**src/rtl/fifo_ctrl_if.sv**
```systemverilog
// User-side handshake bundle for fifo_ctrl: write/read requests, read data and error clear.
// The FIFO controller connects as slave; the producer/consumer logic connects as master.
interface fifo_ctrl_if #(
  parameter int DATA = 16
);
  logic            wr_en;
  logic [DATA-1:0] wr_data;
  logic            rd_en;
  logic [DATA-1:0] rd_data;
  logic            rd_valid;
  logic            clr_err;

  modport master (
    output wr_en, wr_data, rd_en, clr_err,
    input  rd_data, rd_valid
  );

  modport slave (
    input  wr_en, wr_data, rd_en, clr_err,
    output rd_data, rd_valid
  );
endinterface

```
**src/rtl/fifo_ctrl.sv**
```systemverilog
// Synchronous FIFO controller driving an external dual-port RAM (port A write, port B read).
// Holds pointers, occupancy, registered full/empty/threshold flags and sticky error flags.
module fifo_ctrl #(
  parameter int DATA      = 16,
  parameter int ADDR      = 5,
  parameter int AFULL_TH  = 2**ADDR - 2,
  parameter int AEMPTY_TH = 1
) (
  input  logic            clK,
  input  logic            rst,
  fifo_ctrl_if.slave      bus,
  output logic            full,
  output logic            empty,
  output logic            almost_full,
  output logic            almost_empty,
  output logic [ADDR:0]   count,
  output logic            overflow,
  output logic            underflow,
  output logic            ram_a_WR,
  output logic [ADDR-1:0] ram_a_ADDR,
  output logic [DATA-1:0] ram_a_data_IN,
  output logic            ram_b_WR,
  output logic [ADDR-1:0] ram_b_ADDR,
  output logic [DATA-1:0] ram_b_data_IN,
  input  logic [DATA-1:0] ram_b_data_OUT
);

  localparam int            DEPTH    = 2**ADDR;
  localparam logic [ADDR:0] ONE      = (ADDR+1)'(1);
  localparam logic [ADDR:0] DEPTH_C  = (ADDR+1)'(DEPTH);
  localparam logic [ADDR:0] AFULL_C  = (ADDR+1)'(AFULL_TH);
  localparam logic [ADDR:0] AEMPTY_C = (ADDR+1)'(AEMPTY_TH);

  logic [ADDR:0] wr_ptr_reg, wr_ptr_next;
  logic [ADDR:0] rd_ptr_reg, rd_ptr_next;
  logic [ADDR:0] count_reg, count_next;
  logic          full_reg, empty_reg, afull_reg, aempty_reg;
  logic          rd_valid_reg;
  logic          overflow_reg, overflow_next;
  logic          underflow_reg, underflow_next;
  logic          wa, ra;

  // Acceptance looks only at registered flags, so no request reaches a flag combinationally.
  assign wa = bus.wr_en & ~full_reg;
  assign ra = bus.rd_en & ~empty_reg;

  always_comb begin
    wr_ptr_next = wr_ptr_reg;
    rd_ptr_next = rd_ptr_reg;
    count_next  = count_reg;
    if (wa) wr_ptr_next = wr_ptr_reg + ONE;
    if (ra) rd_ptr_next = rd_ptr_reg + ONE;
    if (wa && !ra)      count_next = count_reg + ONE;
    else if (ra && !wa) count_next = count_reg - ONE;
  end

  // Clear first, then set, so a set on the same edge overrides the clear.
  always_comb begin
    overflow_next  = overflow_reg;
    underflow_next = underflow_reg;
    if (bus.clr_err) begin
      overflow_next  = 1'b0;
      underflow_next = 1'b0;
    end
    if (bus.wr_en && full_reg)  overflow_next  = 1'b1;
    if (bus.rd_en && empty_reg) underflow_next = 1'b1;
  end

  always_ff @(posedge clK or posedge rst) begin
    if (rst) begin
      wr_ptr_reg    <= '0;
      rd_ptr_reg    <= '0;
      count_reg     <= '0;
      full_reg      <= 1'b0;
      empty_reg     <= 1'b1;
      afull_reg     <= 1'b0;
      aempty_reg    <= 1'b1;
      rd_valid_reg  <= 1'b0;
      overflow_reg  <= 1'b0;
      underflow_reg <= 1'b0;
    end else begin
      wr_ptr_reg    <= wr_ptr_next;
      rd_ptr_reg    <= rd_ptr_next;
      count_reg     <= count_next;
      full_reg      <= (count_next == DEPTH_C);
      empty_reg     <= (count_next == '0);
      afull_reg     <= (count_next >= AFULL_C);
      aempty_reg    <= (count_next <= AEMPTY_C);
      rd_valid_reg  <= ra;
      overflow_reg  <= overflow_next;
      underflow_reg <= underflow_next;
    end
  end

  assign full         = full_reg;
  assign empty        = empty_reg;
  assign almost_full  = afull_reg;
  assign almost_empty = aempty_reg;
  assign count        = count_reg;
  assign overflow     = overflow_reg;
  assign underflow    = underflow_reg;

  // The RAM registers port B, so its output lines up with rd_valid without another stage here.
  assign bus.rd_valid = rd_valid_reg;
  assign bus.rd_data  = ram_b_data_OUT;

  assign ram_a_WR      = wa;
  assign ram_a_ADDR    = wr_ptr_reg[ADDR-1:0];
  assign ram_a_data_IN = bus.wr_data;
  assign ram_b_WR      = 1'b0;
  assign ram_b_ADDR    = rd_ptr_reg[ADDR-1:0];
  assign ram_b_data_IN = '0;

endmodule

```
**src/flat_wrapper.sv**
```systemverilog
// flat-port wrapper written by rule: the top's interface ports become plain ports
module fifo_ctrl_flat 
#(
  parameter int DATA      = 16,
  parameter int ADDR      = 5,
  parameter int AFULL_TH  = 2**ADDR - 2,
  parameter int AEMPTY_TH = 1
)
  (clK, rst, full, empty, almost_full, almost_empty, count, overflow, underflow, ram_a_WR, ram_a_ADDR, ram_a_data_IN, ram_b_WR, ram_b_ADDR, ram_b_data_IN, ram_b_data_OUT, bus_wr_en, bus_wr_data, bus_rd_en, bus_clr_err, bus_rd_data, bus_rd_valid);
  fifo_ctrl_if #(.DATA(DATA)) bus_i ();
  input  logic clK;
  input  logic rst;
  output logic full;
  output logic empty;
  output logic almost_full;
  output logic almost_empty;
  output logic [ADDR:0] count;
  output logic overflow;
  output logic underflow;
  output logic ram_a_WR;
  output logic [ADDR-1:0] ram_a_ADDR;
  output logic [DATA-1:0] ram_a_data_IN;
  output logic ram_b_WR;
  output logic [ADDR-1:0] ram_b_ADDR;
  output logic [DATA-1:0] ram_b_data_IN;
  input  logic [DATA-1:0] ram_b_data_OUT;
  input wire logic [$bits(bus_i.wr_en)-1:0] bus_wr_en;
  input wire logic [$bits(bus_i.wr_data)-1:0] bus_wr_data;
  input wire logic [$bits(bus_i.rd_en)-1:0] bus_rd_en;
  input wire logic [$bits(bus_i.clr_err)-1:0] bus_clr_err;
  output wire logic [$bits(bus_i.rd_data)-1:0] bus_rd_data;
  output wire logic [$bits(bus_i.rd_valid)-1:0] bus_rd_valid;
  assign bus_i.wr_en = bus_wr_en;
  assign bus_i.wr_data = bus_wr_data;
  assign bus_i.rd_en = bus_rd_en;
  assign bus_i.clr_err = bus_clr_err;
  assign bus_rd_data = bus_i.rd_data;
  assign bus_rd_valid = bus_i.rd_valid;
  fifo_ctrl #(.DATA(DATA), .ADDR(ADDR), .AFULL_TH(AFULL_TH), .AEMPTY_TH(AEMPTY_TH)) u_core (.clK(clK), .rst(rst), .bus(bus_i), .full(full), .empty(empty), .almost_full(almost_full), .almost_empty(almost_empty), .count(count), .overflow(overflow), .underflow(underflow), .ram_a_WR(ram_a_WR), .ram_a_ADDR(ram_a_ADDR), .ram_a_data_IN(ram_a_data_IN), .ram_b_WR(ram_b_WR), .ram_b_ADDR(ram_b_ADDR), .ram_b_data_IN(ram_b_data_IN), .ram_b_data_OUT(ram_b_data_OUT));
endmodule
```
**config.mk**
```make
export PLATFORM = sky130hd
export DESIGN_NAME = fifo_ctrl_flat
export DESIGN_NICKNAME = d
export VERILOG_FILES = /design/src/rtl/fifo_ctrl_if.sv /design/src/rtl/fifo_ctrl.sv /design/src/flat_wrapper.sv
export SDC_FILE = /design/constraint.sdc
export NUM_CORES = 1
export LEC_CHECK = 0
export CAP_MARGIN = 10
export CORE_MARGIN = 4
export CORE_UTILIZATION = 37
export DETAILED_ROUTE_END_ITERATION = 12
export GPL_TIMING_DRIVEN = 0
export HOLD_SLACK_MARGIN = 0.06
export PLACE_DENSITY = 0.83
export SLEW_MARGIN = 30
export SYNTH_ARGS = -nofsm -noshare
export SYNTH_HDL_FRONTEND = slang
export SYNTH_SLANG_ARGS = --single-unit
```
**constraint.sdc**
```tcl
create_clock -name clK -period 5.4 [get_ports clK]
set_clock_uncertainty 0.05 [all_clocks]
set_input_delay 1.08 -clock clK [delete_from_list [all_inputs] [get_ports clK]]
set_output_delay 1.08 -clock clK [all_outputs]
set_load 0.01 [all_outputs]
```
==> results.json <==
{
  "status": "complete, no violations",
  "cts_buffer_depth": 2,
  "worst_hold_path_type": "reg2reg",
  "timing.setup.tns_ns": 0,
  "final-hold-violation-count": 0,
  "min_delay_path_depth": 1,
  "wire_per_inst_um": 11.8,
  "critPathMaxFanout": 10,
  "cts.sinks": 23,
  "regToRegEndpoint": "u_core.full$_DFF_PP0_",
  "synth_sequential_area_ratio_pct": 38.3,
  "synth.yosys.warnings": 0,
  "post_cts_hold_buffer_count": 0,
  "r2r_start": "u_core.empty$_DFF_PP1_",
  "via_count_of_the_first_global_routing_pass": 1181,
  "worst_slew_pin_slew_ns": 0.791,
  "fmaxAchievable_ghz": 0.275,
  "cp_cell_sequence": "clkdlybuf4s50_1, nand2b_1, buf_6, inv_4, buf_6, clkdlybuf4s50_1",
  "end_of_the_worst_hold_path": "u_core.wr_ptr_reg[4]$_DFFE_PP0P_",
  "timing.critical_path.arrival_ns": 2.50,
  "area_growth_pct": 50.9,
  "firstDrtPassIters": 4,
  "seq_area_sq_um": 578,
  "proportion_of_netlist_area_held_by_the_largest_area_contributor_pct": 34.9,
  "floorplan.initialDensity_pct": 39.7,
  "worst_ir_drop_vdd_mv": 0.165,
  "path_depth_of_the_worst_reg2reg_path": 7,
  "dr.first_iter.drc_count": 42,
  "crit_type": "in2out",
  "fin_area_sq_um": 2270,
  "num_antenna_cells": 0,
  "syn_std_cell_area_sq_um": 1510,
  "die_area_sq_um": 5160,
  "tritoncts": "built",
  "largest_reg_flops": 6,
  "dominantRegCellSynth": "sky130_fd_sc_hd__dfrtp_1",
  "critPathLaunchType": "input pin",
  "die-width_um": 71.8,
  "multi_input_area_sq_um": 546,
  "r2r_slack_ns": 3.41,
  "cpMaxStageDelayCell": "sky130_fd_sc_hd__clkdlybuf4s50_1",
  "global_route_overflow": 0,
  "ys_ff_latch": 23,
  "drt.antenna.violating_nets": 0,
  "grt_antenna_before_repair": 0,
  "place.port_buffers": 60,
  "drt-total-wl_um": 3260,
  "post_dp_cell_area_sq_um": 2230,
  "gp_congestion": 0.764,
  "grt_pass1_wl_um": 5330,
  "pin_count_of_the_biggest_net_entering_global_routing": 24,
  "dp_cells": 273,
  "synth_top_cells_by_count": "sky130_fd_sc_hd__buf_4, sky130_fd_sc_hd__dfrtp_1, sky130_fd_sc_hd__nand2_1, sky130_fd_sc_hd__xnor2_1, sky130_fd_sc_hd__inv_1",
  "finalPower_mw": 0.969,
  "post_route_cells_drive_above_1_share_pct": 29.7,
  "share_of_the_clock_period_used_by_the_worst_path_after_layout_pct": 67.2,
  "p_per_area_nw_per_um2": 426,
  "min_from": "u_core.wr_ptr_reg[4]$_DFFE_PP0P_",
  "synth_edf_count": 0,
  "critical_path_required_ns": 4.27,
  "detailroute.via_count": 1167,
  "num-fill-cells": 356,
  "mean_instance_size_in_the_synthesized_netlist_sq_um": 10.1,
  "clk_root_buffer_cell": "sky130_fd_sc_hd__clkbuf_8",
  "clock_tree.htree_level_count": 1,
  "placement_rows": 22,
  "yosys.cell_count.top_type": "sky130_fd_sc_hd__buf_4",
  "drv_slew": 0,
  "layout.cells.non_filler": 277,
  "final_util_pct": 59.9,
  "top_level_ports": 110,
  "vertical_die_dimension_um": 71.8,
  "synthesis.instances": 149,
  "clk_lat_worst_skew_ns": 0.26,
  "hpwlAfterDp_um": 2750,
  "finalCriticalPeriod_ns": 3.63,
  "layout.nets": 271,
  "ys_async_sr_fraction_pct": 100,
  "worst_slew_margin_rel_pct": 46.9,
  "wl_met2_um": 1840,
  "grt_setup_unrepaired": "false",
  "number_of_buffers_added_by_the_clock_tree_synthesis_step": 3,
  "synthDominantAreaCellType": "sky130_fd_sc_hd__dfrtp_1",
  "cap_violations": 0,
  "routed-wl-met3_um": 247,
  "post-cts-setup-buffer-count": 0,
  "drt-met1-wl_um": 1150,
  "route.detailed.drc": 0,
  "cts_resized": 0,
  "synth_cell_type_count": 33,
  "ratio_of_routed_vias_to_standard_cells": 4.21,
  "grt.total_usage_pct": 12.9,
  "slowest_delay_ns": 0.53,
  "leakage_nw": 1.07,
  "maxUsedRoutingLayer": "met4",
  "clk_pin_slew_ns": 0.08,
  "synth_top_cells_by_area": "sky130_fd_sc_hd__dfrtp_1, sky130_fd_sc_hd__buf_4, sky130_fd_sc_hd__xnor2_1",
  "core_region_area_sq_um": 3800,
  "setup_violations": 0,
  "setup.worst_path.end_class": "output pin"
}
[report_power, final]
group	switching, mW	internal (mW)	leakage, nW
Clock	0.0548	0.0515	0.0255
Sequential	0.0848	0.256	0.278
Combinational	0.225	0.296	0.765
Total	0.365	0.604	1.07
[per-layer routing]
| layer | global-route usage [%] | vias to the layer above |
|---|---|---|
| li1 | - | 579 |
| met1 | 13.8 | 538 |
| met2 | 25.1 | 46 |
| met3 | 2.95 | 4 |
| met4 | 3.13 | 0 |
| met5 | 0 | - |
[per-stage QoR]
stage               setup WS, ns  hold slack (ns)
floorplan                   2.83            0.458
global placement            1.78            0.411
detailed placement          1.77            0.442
CTS                         1.77            0.454
global route                1.70            0.474
finish                      1.77            0.447
[cells by family after synthesis]
logic type | after synthesis | share of synthesized area [%]
AO/OA/AOI/OAI | 10 | 4.73
other | 1 | 0.249
buffers and inverters | 62 | 29.5
adder cells (fa/ha/maj) | 4 | 3.32
XOR/XNOR | 13 | 9.05
AND/OR/NAND/NOR | 36 | 14.9
flip-flops | 23 | 38.3
[worst max-delay path by stage]
stage               cells past startpoint       end  slack, ns       from
finish                                  6  ram_a_WR       1.77  bus_wr_en
detailed placement                      6  ram_a_WR       1.77  bus_wr_en
floorplan                               4  ram_a_WR       2.83  bus_wr_en
global route                            6  ram_a_WR       1.70  bus_wr_en
global placement                        6  ram_a_WR       1.78  bus_wr_en
CTS                                     6  ram_a_WR       1.77  bus_wr_en
[worst max-delay path: cells and delay by family]
| family | cells | cell delay, ns |
|---|---|---|
| buf+inv | 5 | 1.34 |
| simple gates | 1 | 0.07 |
[placed cells by master, fill, tap and decap left out, types with 2 or more instances in the layout]
master and instances:
sky130_fd_sc_hd__buf_4 49, sky130_fd_sc_hd__buf_6 3, sky130_fd_sc_hd__clkbuf_8 3, sky130_fd_sc_hd__clkdlybuf4s50_1 60, sky130_fd_sc_hd__conb_1 17, sky130_fd_sc_hd__dfrtp_1 21
sky130_fd_sc_hd__dfstp_2 2, sky130_fd_sc_hd__ha_1 4, sky130_fd_sc_hd__inv_1 7, sky130_fd_sc_hd__inv_4 2, sky130_fd_sc_hd__nand2_1 12, sky130_fd_sc_hd__nand2b_1 2
sky130_fd_sc_hd__nand3b_1 2, sky130_fd_sc_hd__nand4_1 4, sky130_fd_sc_hd__nor2_1 2, sky130_fd_sc_hd__nor3_1 2, sky130_fd_sc_hd__nor4_1 3, sky130_fd_sc_hd__o21ai_0 4
sky130_fd_sc_hd__xnor2_1 10, sky130_fd_sc_hd__xnor2_2 3
[area by class of cell]
cell class              count  share of cell area, %
plain buffers              52                   17.7
clock buffers               3                   1.82
clock inverters             1                  0.220
inverters                  10                   1.87
multi-input cells          80                   24.0
flip-flops and latches     23                   25.4
well taps                  48                   2.64
repair buffers             60                   26.4
Power figures use the tool's default switching activity.
